<file path="src/rtl/vote_session_ctrl.sv">
// Round sequencer for a three-input majority voter: collects one ballot per
// requester, defaults missing ballots on timeout, captures and holds the decision.
module vote_session_ctrl #(
    parameter int unsigned TIMEOUT = 16,
    parameter int unsigned CNT_W   = 8
) (
    input  logic             clk,
    input  logic             rst_n,
    input  logic             start,
    input  logic [2:0]       ballot_valid,
    input  logic [2:0]       ballot_val,
    output logic [2:0]       ballot_ack,
    output logic             voter_a,
    output logic             voter_b,
    output logic             voter_c,
    input  logic             voter_result,
    output logic             busy,
    output logic             result,
    output logic             result_valid,
    input  logic             result_ack,
    output logic             timed_out,
    output logic [CNT_W-1:0] round_cnt,
    output logic [CNT_W-1:0] pass_cnt
);

    localparam int unsigned      TMR_W    = 8;
    localparam logic [TMR_W-1:0] TMR_LAST = TMR_W'(TIMEOUT - 1);

    typedef enum logic [1:0] {
        S_IDLE    = 2'd0,
        S_COLLECT = 2'd1,
        S_EVAL    = 2'd2,
        S_DONE    = 2'd3
    } state_e;

    state_e             state_q, state_d;
    logic [2:0]         ballot_q, ballot_d;
    logic [2:0]         submitted_q, submitted_d;
    logic [2:0]         ack_q, ack_d;
    logic [TMR_W-1:0]   timer_q, timer_d;
    logic               timed_out_q, timed_out_d;
    logic               result_q, result_d;
    logic               result_valid_q, result_valid_d;
    logic               busy_q, busy_d;
    logic [CNT_W-1:0]   round_q, round_d;
    logic [CNT_W-1:0]   pass_q, pass_d;

    logic [2:0]         accept_c;
    logic               all_in_c;

    // Only first-time ballots in COLLECT are accepted; repeats are dropped.
    assign accept_c = (state_q == S_COLLECT) ? (ballot_valid & ~submitted_q) : 3'b000;
    assign all_in_c = &(submitted_q | accept_c);

    always_ff @(posedge clk) begin
        if (!rst_n) begin
            state_q <= S_IDLE;
        end else begin
            state_q <= state_d;
        end
    end

    always_comb begin
        state_d = state_q;
        case (state_q)
            S_IDLE:    if (start) state_d = S_COLLECT;
            S_COLLECT: if (all_in_c || (timer_q == TMR_LAST)) state_d = S_EVAL;
            S_EVAL:    state_d = S_DONE;
            S_DONE:    if (result_ack) state_d = S_IDLE;
            default:   state_d = S_IDLE;
        endcase
    end

    always_comb begin
        ballot_d       = ballot_q;
        submitted_d    = submitted_q;
        ack_d          = 3'b000;
        timer_d        = timer_q;
        timed_out_d    = timed_out_q;
        result_d       = result_q;
        round_d        = round_q;
        pass_d         = pass_q;
        busy_d         = (state_d != S_IDLE);
        result_valid_d = (state_d == S_DONE);
        case (state_q)
            S_IDLE: begin
                if (start) begin
                    ballot_d    = 3'b000;
                    submitted_d = 3'b000;
                    timer_d     = '0;
                    timed_out_d = 1'b0;
                end
            end
            S_COLLECT: begin
                ballot_d    = (ballot_q & ~accept_c) | (ballot_val & accept_c);
                submitted_d = submitted_q | accept_c;
                ack_d       = accept_c;
                timer_d     = timer_q + TMR_W'(1);
                if ((state_d == S_EVAL) && !all_in_c) timed_out_d = 1'b1;
            end
            S_EVAL: begin
                result_d = voter_result;
                round_d  = round_q + CNT_W'(1);
                pass_d   = pass_q + CNT_W'(voter_result);
            end
            default: ;
        endcase
    end

    always_ff @(posedge clk) begin
        if (!rst_n) begin
            ballot_q       <= 3'b000;
            submitted_q    <= 3'b000;
            ack_q          <= 3'b000;
            timer_q        <= '0;
            timed_out_q    <= 1'b0;
            result_q       <= 1'b0;
            result_valid_q <= 1'b0;
            busy_q         <= 1'b0;
            round_q        <= '0;
            pass_q         <= '0;
        end else begin
            ballot_q       <= ballot_d;
            submitted_q    <= submitted_d;
            ack_q          <= ack_d;
            timer_q        <= timer_d;
            timed_out_q    <= timed_out_d;
            result_q       <= result_d;
            result_valid_q <= result_valid_d;
            busy_q         <= busy_d;
            round_q        <= round_d;
            pass_q         <= pass_d;
        end
    end

    assign ballot_ack   = ack_q;
    assign voter_a      = ballot_q[0];
    assign voter_b      = ballot_q[1];
    assign voter_c      = ballot_q[2];
    assign busy         = busy_q;
    assign result       = result_q;
    assign result_valid = result_valid_q;
    assign timed_out    = timed_out_q;
    assign round_cnt    = round_q;
    assign pass_cnt     = pass_q;

endmodule

</file>
<file path="config.mk">
export PLATFORM = sky130hd
export DESIGN_NAME = vote_session_ctrl
export DESIGN_NICKNAME = d
export VERILOG_FILES = /design/src/rtl/vote_session_ctrl.sv
export SDC_FILE = /design/constraint.sdc
export NUM_CORES = 1
export LEC_CHECK = 0
export ABC_CLOCK_PERIOD_IN_PS = 3500
export BUFFER_PORTS_ARGS = -buffer_cell sky130_fd_sc_hd__buf_2
export CORE_UTILIZATION = 45
export DETAILED_ROUTE_END_ITERATION = 10
export GPL_TIMING_DRIVEN = 0
export PLACE_DENSITY = 0.68
export SYNTH_ARGS = -nofsm -noshare
export SYNTH_HDL_FRONTEND = slang
export SYNTH_SLANG_ARGS = --single-unit
</file>
<file path="constraint.sdc">
create_clock -name clk -period 3.5 [get_ports clk]
set_clock_uncertainty 0.05 [all_clocks]
set_input_delay 0.525 -clock clk [delete_from_list [all_inputs] [get_ports clk]]
set_output_delay 0.525 -clock clk [all_outputs]
set_load 0.05 [all_outputs]
</file>
======== Yosys cells after proc, flatten, opt, wreduce, memory -nomap -nowiden ========
Cells that the tools add are included.
word-level totals
  register bits ........................... 39
  output and inout port bits .............. 26
  logic and storage cells ................. 52
cells by class
  mux-type cells .......................... 13
  bitwise operators ....................... 7
  add/sub/neg operators ................... 3
  reductions and logical operators ........ 10
  equal/unequal tests ..................... 8
operator list
  cell                                           number
  adder 8 x 1 -> 8 bit, second input constant    2
  one-hot mux 8 bit (2 select lines)             1
  one-hot mux 3 bit (2 select lines)             2
  AND 3 bit                                      3
  adder 8 x 1 -> 8 bit                           1
  == test 2 bit, second input constant           4
  == test 8 x 4 -> 1 bit, second input constant  1
  2-to-1 mux 8 bit                               1
  one-hot mux 2 bit (4 select lines)             1
  2-to-1 mux 2 bit                               3
  2-to-1 mux 3 bit                               2
  NOT 3 bit                                      2
  OR 3 bit                                       2
  AND reduction 3 bit                            2
  AND reduction 2 bit                            2
  nonzero test 2 bit                             2
  == test 2 x 1 -> 1 bit, second input constant  1
  zero test 2 bit                                1
  2-to-1 mux 1 bit                               2
  != test 2 x 1 -> 1 bit, second input constant  1
  != test 2 bit, second input constant           1
  one-hot mux 1 bit (2 select lines)             1
  logical AND 1 bit                              1
  zero test 1 bit                                1
  logical OR 1 bit                               1

======== Depth between registers and ports, before layout ========
Gate-level depths: netlist of run 1.
  word-level depth ........................ 12
  mapped depth ............................ 5
  gate-level depth less buffers ........... 5

======== Least setup slack after synthesis of run 1 ========
Ideal clock, no wire load.
  path type ............................... register -> register
  start point ............................. reg pass_q[0] (netlist: pass_cnt[0])
  end point ............................... reg pass_q[5] (netlist: pass_cnt[5])
  arrival ................................. 1,634 ps
  required time ........................... 3,380 ps
  cell stages (with the launch flop) ...... 5
  clock period less this slack ............ 1,754 ps
  path slack .............................. 1,746 ps
  cells stage by stage .................... dfxtp_1 > ha_1 > nand3_1 > or4_1 > a21oi_1
between the ends
  longest elaborated chain between the ends .. 1
ends and longest elaborated chain
  element                 line  source
  start, declared         46    logic [CNT_W-1:0] pass_q, pass_d;
  start signal, assigned  132   pass_q <= pass_d;
  adder 8 x 1 -> 8 bit    104   pass_d = pass_q + CNT_W'(voter_result);
No other way between the ends.
A chain may end at the register's enable or synchronous reset.

======== Final worst setup path of run 1 ========
  start point ............................. reg state_q[0]
  end point ............................... reg round_q[7] (netlist: round_cnt[7])
between the ends
  longest elaborated chain between the ends .. 1
ends and longest elaborated chain
  element                 line  source
  start, declared         36    state_e state_q, state_d;
  start signal, assigned  59    state_q <= state_d;
  == test 2 bit           85    case (state_q)
  end signal, assigned    131   round_q <= round_d;
  end, declared           45    logic [CNT_W-1:0] round_q, round_d;
No other way between the ends.

==> results by group, run 1 <==
Status
  – Outcome: completed

Global routing
  – Routing usage on met3: just over 6%
  – All-layer global routing usage: 20.54%
  – Largest net degree at the start of global routing: 13
  – Initial antenna violation count: 0
  – Met2 Usage GRT: between 30 and 40%
  – Global-route wire length before repair: about 6500 um
  – Met1 global-route usage: between 20% and 30%
  – Congestion Overflow GR: 0
  – Number of global-route vias before repair: ~1500
  – Most Crowded Layer GR: met2

Yosys
  – Ys async rst share: 0%
  – Number of enable flip-flop cells after synthesis: 0
  – Synth area leader: dfxtp_1
  – Register area share after synthesis: about 44%
  – Top FF cell, synth: dfxtp_1
  – Top cell type's share of synthesized area: between 40% and 50%
  – Synth cell types: 38
  – Syn_area_per_cell: around 8.8 um2
  – Synth warn: 0
  – Top cells by area, synth: dfxtp_1 44%, mux2i_1 5.7%, nand2_1 4.9%, a21oi_1 4.0%, nand3_1 3.1%
  – Cells after Synth: 200
  – Synthesized area: about 1800 um2
  – Post-Synthesis Net Count: 215
  – Synth Register Bits: 39

Power and ir drop
  – Pwr Density: 432.1 nW/um2
  – Worst vdd ir: roughly 0.00038 V
  – Power share of the clock group: between 40% and 50%
  – Flop pwr share: about half
  – Combinational power share: under 10%
  – Sw Share: between 20% and 30%
  – P_sw: between 200 and 250 uW
  – P_int: approximately 700 uW
  – LEAKAGE: ~0.00086 uW

Timing
  – Max Freq: a little over 600 MHz
  – Fin. Hold Viols: 0
  – Hold Slack: between 0.4 and 0.5 ns
  – RSZ-0062 raised after global routing: false
  – Setup TNS Final: 0 ns
  – Final setup fails: 0
  – Worst-margin pin slew: 0.5281 ns
  – Final Max Slew Viols: 0
  – Slew headroom: 64.79%
  – Final period utilization: between 40% and 50%
  – Min Tclk post-route: roughly 1.6 ns

Clock tree
  – Quantity of gates resized following cts: 0
  – Clk sinks: 39
  – Root Buffer: clkbuf_8
  – Total CTS buffers: 5
  – CTS tree: done
  – Post-CTS setup buffers: 0
  – Reg clk slew, reported paths: 0.08 ns
  – Hold buffer count at cts: 0
  – Max Buffers Root-to-Sink: 2
  – Worst-Skew Late Latency: between 0.2 and 0.3 ns
  – Htree depth: 2

Finish
  – Area of the multi-input gates: 889.6 um2
  – # diodes: 0
  – Share of cells above drive strength 1: 20.08%
  – Nets@finish: roughly 260
  – Finished Layout Cells: about 290
  – Reg area: 780.7 um2
  – Layout area overhead: 20.33%
  – Filler cells: between 300 and 400

Detailed routing
  – WL/cell: between 10 and 15 um
  – Final ANT Viol Nets: 0
  – Final wirelength: approximately 3800 um
  – Post-DR vias/cell: 5.411
  – Via Count: ~1600
  – Iter 0 DRT Violations: 62
  – DR DRC count: 0
  – Drt first pass iters: 4

Critical path
  – CP delay by family, top: simple AND/OR/NAND/NOR gates
  – CP required: roughly 3.7 ns
  – Crit-path slowest cell: nor4_1
  – Slowest stage delay, CP: just over 0.4 ns
  – CP arrival: 1.82 ns
  – Crit path cell chain: nand2b_1, clkbuf_1, nor4_1, mux2i_1
  – Critical Path End Type: register
  – Worst setup SP type: register
  – WS Path Type: reg2reg
  – CP Max Fanout: 10
  – Buf/Inv on CP: 1

Place
  – Routability cong.: a little under 0.8
  – Port bufs: 36
  – Detailed Place HPWL: about 2700 um
  – Placed instance count: 284

Floorplan
  – Initial core utilization: a little under half
  – Die ar.: roughly 4200 um2
  – Chip height: 64.55 um
  – Die extent in x: about 65 um
  – I/O pin count: 37
  – Core area: ~3700 um2
  – Row Count: 22

Hold path
  – Worst hold path class: reg2reg

Flow run
  – Max-Cap Viols: 0
==> synth_stat cells, types with 4 or more instances <==
master and number:
nor3b_1 4, mux2i_1 10, or4_1 4, nand4_1 5, nor3_1 4, o211ai_1 5
clkbuf_1 6, nand2_1 23, a21oi_1 14, or3_1 5, dfxtp_1 39, nor2_1 13
nand2b_1 6, nand3_1 11, inv_1 7, ha_1 4
==> metrics by stage <==
stage                     utilization [%]  instance area [um2]  power (uW)  setup WS, ns
after floorplan                         -                 1760       517.2         1.746
after global placement              53.84                 2001       538.7         1.639
after detailed placement            53.84                 2001       539.2         1.626
after CTS                           57.00                 2118       923.0         1.836
after global routing                57.00                 2118       949.1         1.745
final                               57.00                 2118       915.3         1.855
==> placed cells by master, fill, tap and decap left out, types with 2 or more instances in the layout <==
cell type,instances
o31ai_1,2
clkbuf_8,6
or4_1,4
ha_1,4
mux2i_1,10
nand2_1,23
and3b_1,2
o211ai_1,5
a21oi_1,14
nor3b_1,4
nor2_1,13
nor3_1,4
nor4bb_1,3
nand3b_1,3
o22ai_1,2
nand2b_1,6
nor4_1,3
inv_1,7
buf_6,2
or3_1,5
nand3_1,11
o21ai_0,3
nand4_1,5
dfxtp_1,39
xnor2_1,3
nor2b_1,3
buf_2,39
clkbuf_1,6
==> registers in the layout (all words and copies together) (netlist names) <==
register / flops
busy: 1
round_cnt: 8
pass_cnt: 8
result_valid: 1
timed_out: 1
state_q: 2
ballot_q: 3
timer_q: 8
submitted_q: 3
ballot_ack: 3
result: 1
==> worst paths after layout <==
kind | start | endpoint | slack (ns) | cells past startpoint
setup / recovery | state_q[0] | round_cnt[7] | 1.85 | 4
hold / removal | result | result | 0.41 | 2
setup reg to reg | state_q[0] | round_cnt[7] | 1.85 | 4
hold reg to reg | result | result | 0.41 | 2
==> worst min-delay path, cell delays in order (launching register included) <==
cell and delay [ns]:
dfxtp_1 0.31, nand2_1 0.05, a21oi_1 0.05
==> power by group through the flow <==
stage	Combinational, uW	Clock (uW)	Sequential (uW)
floorplan	39.1	0	478
global placement	71.7	0	467
detailed placement	71.9	0	467
CTS	72.2	394	457
global route	79.1	412	458
finish	71.9	386	457
==> area by class of cell <==
cell class	instances	area share [%]
Multi-Input combinational cell	142	42.00
Sequential cell	39	36.86
Timing Repair Buffer	36	8.506
Clock buffer	6	3.898
Buffer	12	3.012
Tap cell	48	2.835
Clock inverter	2	1.654
Inverter	7	1.240
==> per-layer routing <==
metal	vias to the layer above	share of wire, %	wire (um)
li1	801	-	-
met1	729	46	1749
met2	42	46	1735
met3	8	5.4	204
met4	0	2.0	76
met5	-	0	0
==> cell families after synthesis <==
| logic type | synth area share (%) |
|---|---|
| simple gates | 28.50 |
| flops | 44.35 |
| compound gates | 12.01 |
| buf+inv | 5.117 |
| mux | 5.686 |
| fa+ha+maj | 2.843 |
| xor+xnor | 1.493 |
Power figures use the tool's default switching activity.
==> run 2: changes to the inputs <==
--- a/config.mk
+++ b/config.mk
@@ -5,7 +5,7 @@
 export SDC_FILE = /design/constraint.sdc
 export NUM_CORES = 1
 export LEC_CHECK = 0
-export ABC_CLOCK_PERIOD_IN_PS = 3500
+export ABC_CLOCK_PERIOD_IN_PS = 1600
 export BUFFER_PORTS_ARGS = -buffer_cell sky130_fd_sc_hd__buf_2
 export CORE_UTILIZATION = 45
 export DETAILED_ROUTE_END_ITERATION = 10
==> constraint.sdc (replaced) <==
create_clock -name clk -period 1.6 [get_ports clk]
set_clock_uncertainty 0.05 [all_clocks]
set_input_delay 0.24 -clock clk [delete_from_list [all_inputs] [get_ports clk]]
set_output_delay 0.24 -clock clk [all_outputs]
set_load 0.05 [all_outputs]
==> run 2 against run 1 <==
First-iteration DRC count grew 79%. Routed wire length up 1.1%. Register-to-register slack got worse by 1.8 ns. Non-clock buffer count fell by 1. Total power is 99% higher. Sequential cell count unchanged. Die area is the same. Cell count decreased by 0.68%. Critical endpoint is now timed_out. Largest cell class unchanged.
==> results by group, run 2 (synthesized netlist as in run 1, its figures left out) <==
Status
  – Outcome: completed

Floorplan
  – Row Count: 22 (unchanged)
  – Chip height: 64.55 um (unchanged)
  – Die extent in x: 64.55 um (unchanged)
  – I/O pin count: 37 (unchanged)
  – Die ar.: 4166 um2 (unchanged)
  – Initial core utilization: 47.37% (unchanged)
  – Core area: 3716 um2 (unchanged)

Power and ir drop
  – Worst vdd ir: 0.0006463 V (+70%)
  – Combinational power share: 8.8% (+0.9 points)
  – Sw Share: 24.09% (+1.4 points)
  – Power share of the clock group: 36.3% (-5.9 points)
  – Design Power: 1823 uW (+99%)
  – P_int: 1384 uW (+96%)
  – Flop pwr share: 54.9% (+5.0 points)
  – LEAKAGE: 0.0008515 uW (-1.2%)
  – Pwr Density: 860.9 nW/um2 (+99%)
  – P_sw: 439.1 uW (+110%)

Timing
  – Worst-margin pin slew: 0.5711 ns (+0.04297 ns)
  – Worst Slack Setup Final: 0.07735 ns (-1.777 ns)
  – Final setup fails: 0 (unchanged)
  – Fin. Hold Viols: 0 (unchanged)
  – Slew headroom: 61.93% (-2.9 points)
  – Max Freq: 656.8 MHz (+8.1%)
  – Min Tclk post-route: 1.523 ns (-0.1226 ns)
  – Final Max Slew Viols: 0 (unchanged)
  – RSZ-0062 raised after global routing: false
  – Final period utilization: 95.17% (+48 points)

Clock tree
  – Total CTS buffers: 5 (unchanged)
  – Root Buffer: clkbuf_8
  – Worst-Skew Late Latency: 0.28 ns (about the same)
  – Hold buffer count at cts: 0 (unchanged)
  – CTS tree: done
  – Htree depth: 2 (unchanged)
  – Max Buffers Root-to-Sink: 2 (unchanged)
  – Clk sinks: 39 (unchanged)
  – Reg clk slew, reported paths: 0.07 ns (about the same)

Global routing
  – All-layer global routing usage: 20.40% (-0.14 points)
  – Number of global-route vias before repair: 1447 (-4.3%)
  – Global-route wire length before repair: 6589 um (+0.95%)
  – Initial antenna violation count: 0 (unchanged)
  – Largest net degree at the start of global routing: 12 (-1)
  – Congestion Overflow GR: 0 (unchanged)

Detailed routing
  – Final wirelength: 3807 um (+1.1%)
  – Final ANT Viol Nets: 0 (unchanged)
  – WL/cell: 13.13 um (+1.8%)
  – Via Count: 1581 (+0.063%)
  – Iter 0 DRT Violations: 111 (+79%)
  – Drt first pass iters: 4 (unchanged)
  – Post-DR vias/cell: 5.452 (+0.75%)
  – DR DRC count: 0 (unchanged)

Finish
  – Finished Layout Cells: 290 (-0.68%)
  – # diodes: 0 (unchanged)
  – Filler cells: 359 (+0.28%)
  – Layout area overhead: 20.26% (about the same)
  – Most common cell after layout, fill and taps aside: buf_2
  – Nets@finish: 257 (-0.39%)
  – Share of cells above drive strength 1: 23.55% (+3.5 points)
  – Final core occ: 56.97% (about the same)
  – Most frequent cells in the layout: 40 x buf_2, 36 x dfxtp_1, 23 x nand2_1
  – Final Cell Area: 2117 um2 (about the same)

Critical path
  – R2r worst-path depth: 4 (unchanged)
  – Crit-path slowest cell: or3b_1
  – Worst reg-to-reg setup slack: 0.08 ns (-1.78 ns)
  – CP arrival: 1.65 ns (-0.17 ns)
  – CP required: 1.73 ns (-1.94 ns)
  – CP delay by family, top: simple AND/OR/NAND/NOR gates
  – Slowest stage delay, CP: 0.48 ns (+0.07 ns)
  – Critical Path End Type: register
  – Crit path cell chain: buf_6, or3b_1, a32o_1, a2bb2oi_1
  – WS Path Type: reg2reg
  – CP Max Fanout: 10 (unchanged)
  – Worst setup SP type: register
  – Buf/Inv on CP: 1 (unchanged)
  – Reg-to-reg critical path endpoint: timed_out
  – Reg-to-reg startpoint: state_q[1]

Place
  – Routability cong.: 0.8148 (+4.9%)
  – Worst slack, placed: -0.05367 ns (-1.680 ns)
  – Port bufs: 36 (unchanged)
  – Post-DP Area: 2003 um2 (+0.12%)
  – Detailed Place HPWL: 2792 um (+3.2%)
  – Placed instance count: 284 (unchanged)

Hold path
  – Hold path cells: 3 (+1)
  – Worst min-delay path endpoint: ballot_q[0]
  – Worst hold path class: in2reg
  – Hold Startpoint: ballot_val[0]

Flow run
  – Max-Cap Viols: 0 (unchanged)
## run 2: changes by cell type in the layout (fill, tap and decap cells not counted), sizes merged
| cell | delta |
|---|---|
| clkbuf | -2 |
| bufinv | -1 |
| buf | +1 |
## run 2: through the flow
stage           TNS [ns]  hold WS [ns]
2_1_floorplan  -0.005316        0.3260
3_3_place_gp    -0.06390        0.3953
3_5_place_dp    -0.05992        0.4023
4_1_cts                0        0.1420
5_1_grt                0        0.1556
6_report               0        0.1372
## run 2: power by group through the flow
stage / logic, uW / registers [uW] / clock network, uW
3_5_place_dp: 157 / 1020 / 0
5_1_grt: 175 / 1000 / 730
2_1_floorplan: 85.6 / 1050 / 0
3_3_place_gp: 156 / 1020 / 0
6_report: 160 / 1000 / 662
4_1_cts: 158 / 1000 / 678
## run 2: worst max-delay path by stage
| stage | startpoint | endpoint | slack, ns | cells after the start |
|---|---|---|---|---|
| after floorplan | pass_cnt[1] | pass_cnt[5] | -0.005 | 3 |
| after global placement | state_q[0] | pass_cnt[7] | -0.04 | 4 |
| after detailed placement | state_q[0] | pass_cnt[7] | -0.05 | 4 |
| after CTS | state_q[1] | timed_out | 0.03 | 5 |
| after global routing | timer_q[0] | timer_q[6] | 0.002 | 4 |
| final | state_q[1] | timed_out | 0.08 | 4 |
## run 2: cell type report
| cell class | instances | area, um2 | area share, % |
|---|---|---|---|
| multi-input combinational | 142 | 917.1 | 43.32 |
| clock inverter | 1 | 5.005 | 0.2364 |
| sequential | 39 | 784.5 | 37.06 |
| timing repair buffer | 36 | 180.2 | 8.511 |
| clock buffer | 6 | 82.58 | 3.901 |
| buffer | 11 | 61.31 | 2.896 |
| inverter | 7 | 26.28 | 1.241 |
| tap | 48 | 60.06 | 2.837 |
## run 2: timing repair
| item | in CTS | in global routing |
|---|---|---|
| gates cloned | 0 | 0 |
| gates resized for setup | 3 | 5 |
| endpoints found under the setup margin | 2 | 5 |
| buffers inserted | 0 | 0 |
## run 2: routing by layer
layer / vias to the layer above / share of wire, % / GRT usage, %
met5: - / 0 / 0
met4: 0 / 1.3 / 6.111
met3: 5 / 4.4 / 4.225
met2: 42 / 45 / 32.89
met1: 736 / 49 / 27.26
li1: 798 / - / -
## run 2: tightest hold or removal path: stages
cell and delay (ns):
buf_2 0.07, mux2i_1 0.05, nor2_1 0.07
==> run 3: changes to the inputs <==
==> config.mk (replaced) <==
export PLATFORM = sky130hd
export DESIGN_NAME = vote_session_ctrl
export DESIGN_NICKNAME = d
export VERILOG_FILES = /design/src/rtl/vote_session_ctrl.sv
export SDC_FILE = /design/constraint.sdc
export NUM_CORES = 1
export LEC_CHECK = 0
export ABC_CLOCK_PERIOD_IN_PS = 1500
export BUFFER_PORTS_ARGS = -buffer_cell sky130_fd_sc_hd__buf_2
export CORE_UTILIZATION = 41
export DETAILED_ROUTE_END_ITERATION = 10
export GPL_TIMING_DRIVEN = 0
export SLEW_MARGIN = 5
export SYNTH_ARGS = -nofsm -noshare
export SYNTH_HDL_FRONTEND = slang
export SYNTH_SLANG_ARGS = --single-unit
==> constraint.sdc (replaced) <==
create_clock -name clk -period 1.5 [get_ports clk]
set_clock_uncertainty 0.05 [all_clocks]
set_input_delay 0.225 -clock clk [delete_from_list [all_inputs] [get_ports clk]]
set_output_delay 0.225 -clock clk [all_outputs]
set_load 0.05 [all_outputs]
==> run 3 against run 2 <==
Largest power group unchanged. Total power rose by 12%. Critical path depth rose by 1. First-iteration DRC count fell by 41%. Combinational power rose by 15%. Die area rose by 9.4%. Hold slack got worse by 0.015 ns. Count of clock-buffer cells in the layout rose by 2. Maximum frequency rose by 4.2%. Design area rose by 3.7%.
==> results by group, run 3 (synthesized netlist as in run 1, its figures left out) <==
Clock tree
  – Clk sinks: 39 (unchanged)
  – Max Buffers Root-to-Sink: 2 (unchanged)
  – Total CTS buffers: 5 (unchanged)
  – Root Buffer: clkbuf_8
  – Htree depth: 2 (unchanged)
  – Reg clk slew, reported paths: 0.07 ns (about the same)
  – CTS tree: done
  – Post-CTS setup buffers: 0 (unchanged)
  – Worst-Skew Late Latency: 0.29 ns (about the same)

Global routing
  – Initial antenna violation count: 0 (unchanged)
  – Met1 global-route usage: 23.97% (-3.3 points)
  – Global-route wire length before repair: 6582 um (-0.11%)
  – Most Crowded Layer GR: met2
  – Met2 Usage GRT: 33.42% (+0.52 points)
  – Routing usage on met3: 4.054% (-0.17 points)
  – Number of global-route vias before repair: 1403 (-3.0%)
  – All-layer global routing usage: 19.79% (-0.60 points)
  – Congestion Overflow GR: 0 (unchanged)
  – Largest net degree at the start of global routing: 12 (unchanged)

Critical path
  – WS Path Type: reg2reg
  – CP delay by family, top: simple AND/OR/NAND/NOR gates
  – CP required: 1.68 ns (-0.05 ns)
  – Crit-path slowest cell: or4_1
  – Buf/Inv on CP: 2 (+1)
  – Critical Path End Type: register
  – Worst setup SP type: register
  – Crit path cell chain: buf_6, nand2b_1, buf_6, or4_1, a21oi_1
  – CP arrival: 1.64 ns (about the same)
  – Worst reg-to-reg setup slack: 0.04 ns (-0.04 ns)
  – Slowest stage delay, CP: 0.50 ns (+0.02 ns)
  – CP Max Fanout: 10 (unchanged)
  – Crit path top cell by count: buf_6

Finish
  – Finished Layout Cells: 293 (+1.0%)
  – Layout area overhead: 24.66%
  – Nets@finish: 257 (unchanged)
  – # diodes: 0 (unchanged)
  – Most frequent cells in the layout: 37 x buf_2, 30 x dfxtp_1, 23 x nand2_1
  – Share of cells above drive strength 1: 27.98% (+4.4 points)
  – Most common cell after layout, fill and taps aside: buf_2
  – Area of the multi-input gates: 964.7 um2 (+5.2%)
  – Reg area: 792.0 um2 (+0.96%)
  – Filler cells: 377 (+5.0%)

Detailed routing
  – Final ANT Viol Nets: 0 (unchanged)
  – Iter 0 DRT Violations: 66 (-41%)
  – Final wirelength: 4172 um (+9.6%)
  – Post-DR vias/cell: 5.440 (-0.21%)
  – DR DRC count: 0 (unchanged)
  – WL/cell: 14.24 um (+8.5%)
  – Drt first pass iters: 4 (unchanged)
  – Via Count: 1594 (+0.82%)

Place
  – Placed instance count: 286 (+0.70%)
  – Port bufs: 36 (unchanged)
  – Worst slack, placed: -0.2017 ns (-0.1480 ns)
  – Detailed Place HPWL: 2807 um (+0.56%)
  – Routability cong.: 0.7264 (-11%)

Floorplan
  – Die ar.: 4560 um2 (+9.4%)
  – I/O pin count: 37 (unchanged)
  – Core area: 4058 um2 (+9.2%)
  – Chip height: 67.53 um (+4.6%)
  – Initial core utilization: 43.39% (-4.0 points)
  – Row Count: 23 (+4.5%)
  – Die extent in x: 67.53 um (+4.6%)

Hold path
  – Worst hold path class: in2reg

Timing
  – Slew headroom: 64.48% (+2.5 points)
  – Min Tclk post-route: 1.462 ns (-0.06098 ns)
  – RSZ-0062 raised after global routing: true
  – Final Max Slew Viols: 0 (unchanged)
  – Final setup fails: 0 (unchanged)
  – Worst Slack Setup Final: 0.03833 ns (-0.03902 ns)
  – Final period utilization: 97.44% (+2.3 points)
  – Fin. Hold Viols: 0 (unchanged)
  – Max Freq: 684.2 MHz (+4.2%)
  – Worst-margin pin slew: 0.5329 ns (-0.03820 ns)

Status
  – Outcome: completed

Power and ir drop
  – Pwr Density: 926.3 nW/um2 (+7.6%)
  – LEAKAGE: 0.0008796 uW (+3.3%)
  – Worst vdd ir: 0.0004774 V (-26%)

Flow run
  – Max-Cap Viols: 0 (unchanged)
## run 3: power breakdown
part           leakage, uW  total [uW]  switching, uW  internal (uW)
Sequential        0.000320        1070           17.2           1050
Combinational     0.000508         184            112           71.8
Clock            0.0000515         779            359            420
Total             0.000880        2030            489           1540
## run 3: cell type report
cell class	instances	area share, %
multi-input combinational	142	43.96
sequential	39	36.09
timing repair buffer	36	8.210
clock buffer	8	4.561
buffer	11	3.136
tap	50	2.851
inverter	7	1.197
## run 3: repair_timing
| item | in CTS | in global routing |
|---|---|---|
| hold buffers | 0 | 0 |
| resized for setup | 9 | 13 |
| setup endpoints to repair | 15 | 10 |
| pin swaps | 0 | 3 |
## run 3: worst paths after layout
path / startpoint / end / cells after the start
max: state_q[1] / timer_q[6] / 5
min: ballot_val[1] / ballot_q[1] / 3
max reg2reg: state_q[1] / timer_q[6] / 5
min reg2reg: result / result / 2
## run 3: layer usage
layer,vias to the layer above,part of all wire [%]
met3,6,4.6
met1,744,47
met5,-,0
met2,39,46
li1,805,-
met4,0,1.7
## run 3: metrics by stage
stage	area, um2	TNS, ns	power, uW	util [%]	hold WS, ns
final	2195	0	2033	54.09	0.1219
after global routing	2195	-0.01752	2102	54.09	0.1404
after CTS	2145	0	2054	52.85	0.1152
after detailed placement	2011	-2.195	1261	49.55	0.3946
after global placement	2011	-2.071	1261	49.55	0.3928
after floorplan	1768	-0.04988	1207	-	0.3110
## run 3: worst min-delay path, cell delays in order
cell	delay [ns]
buf_2	0.08
mux2i_1	0.05
nor2_1	0.08
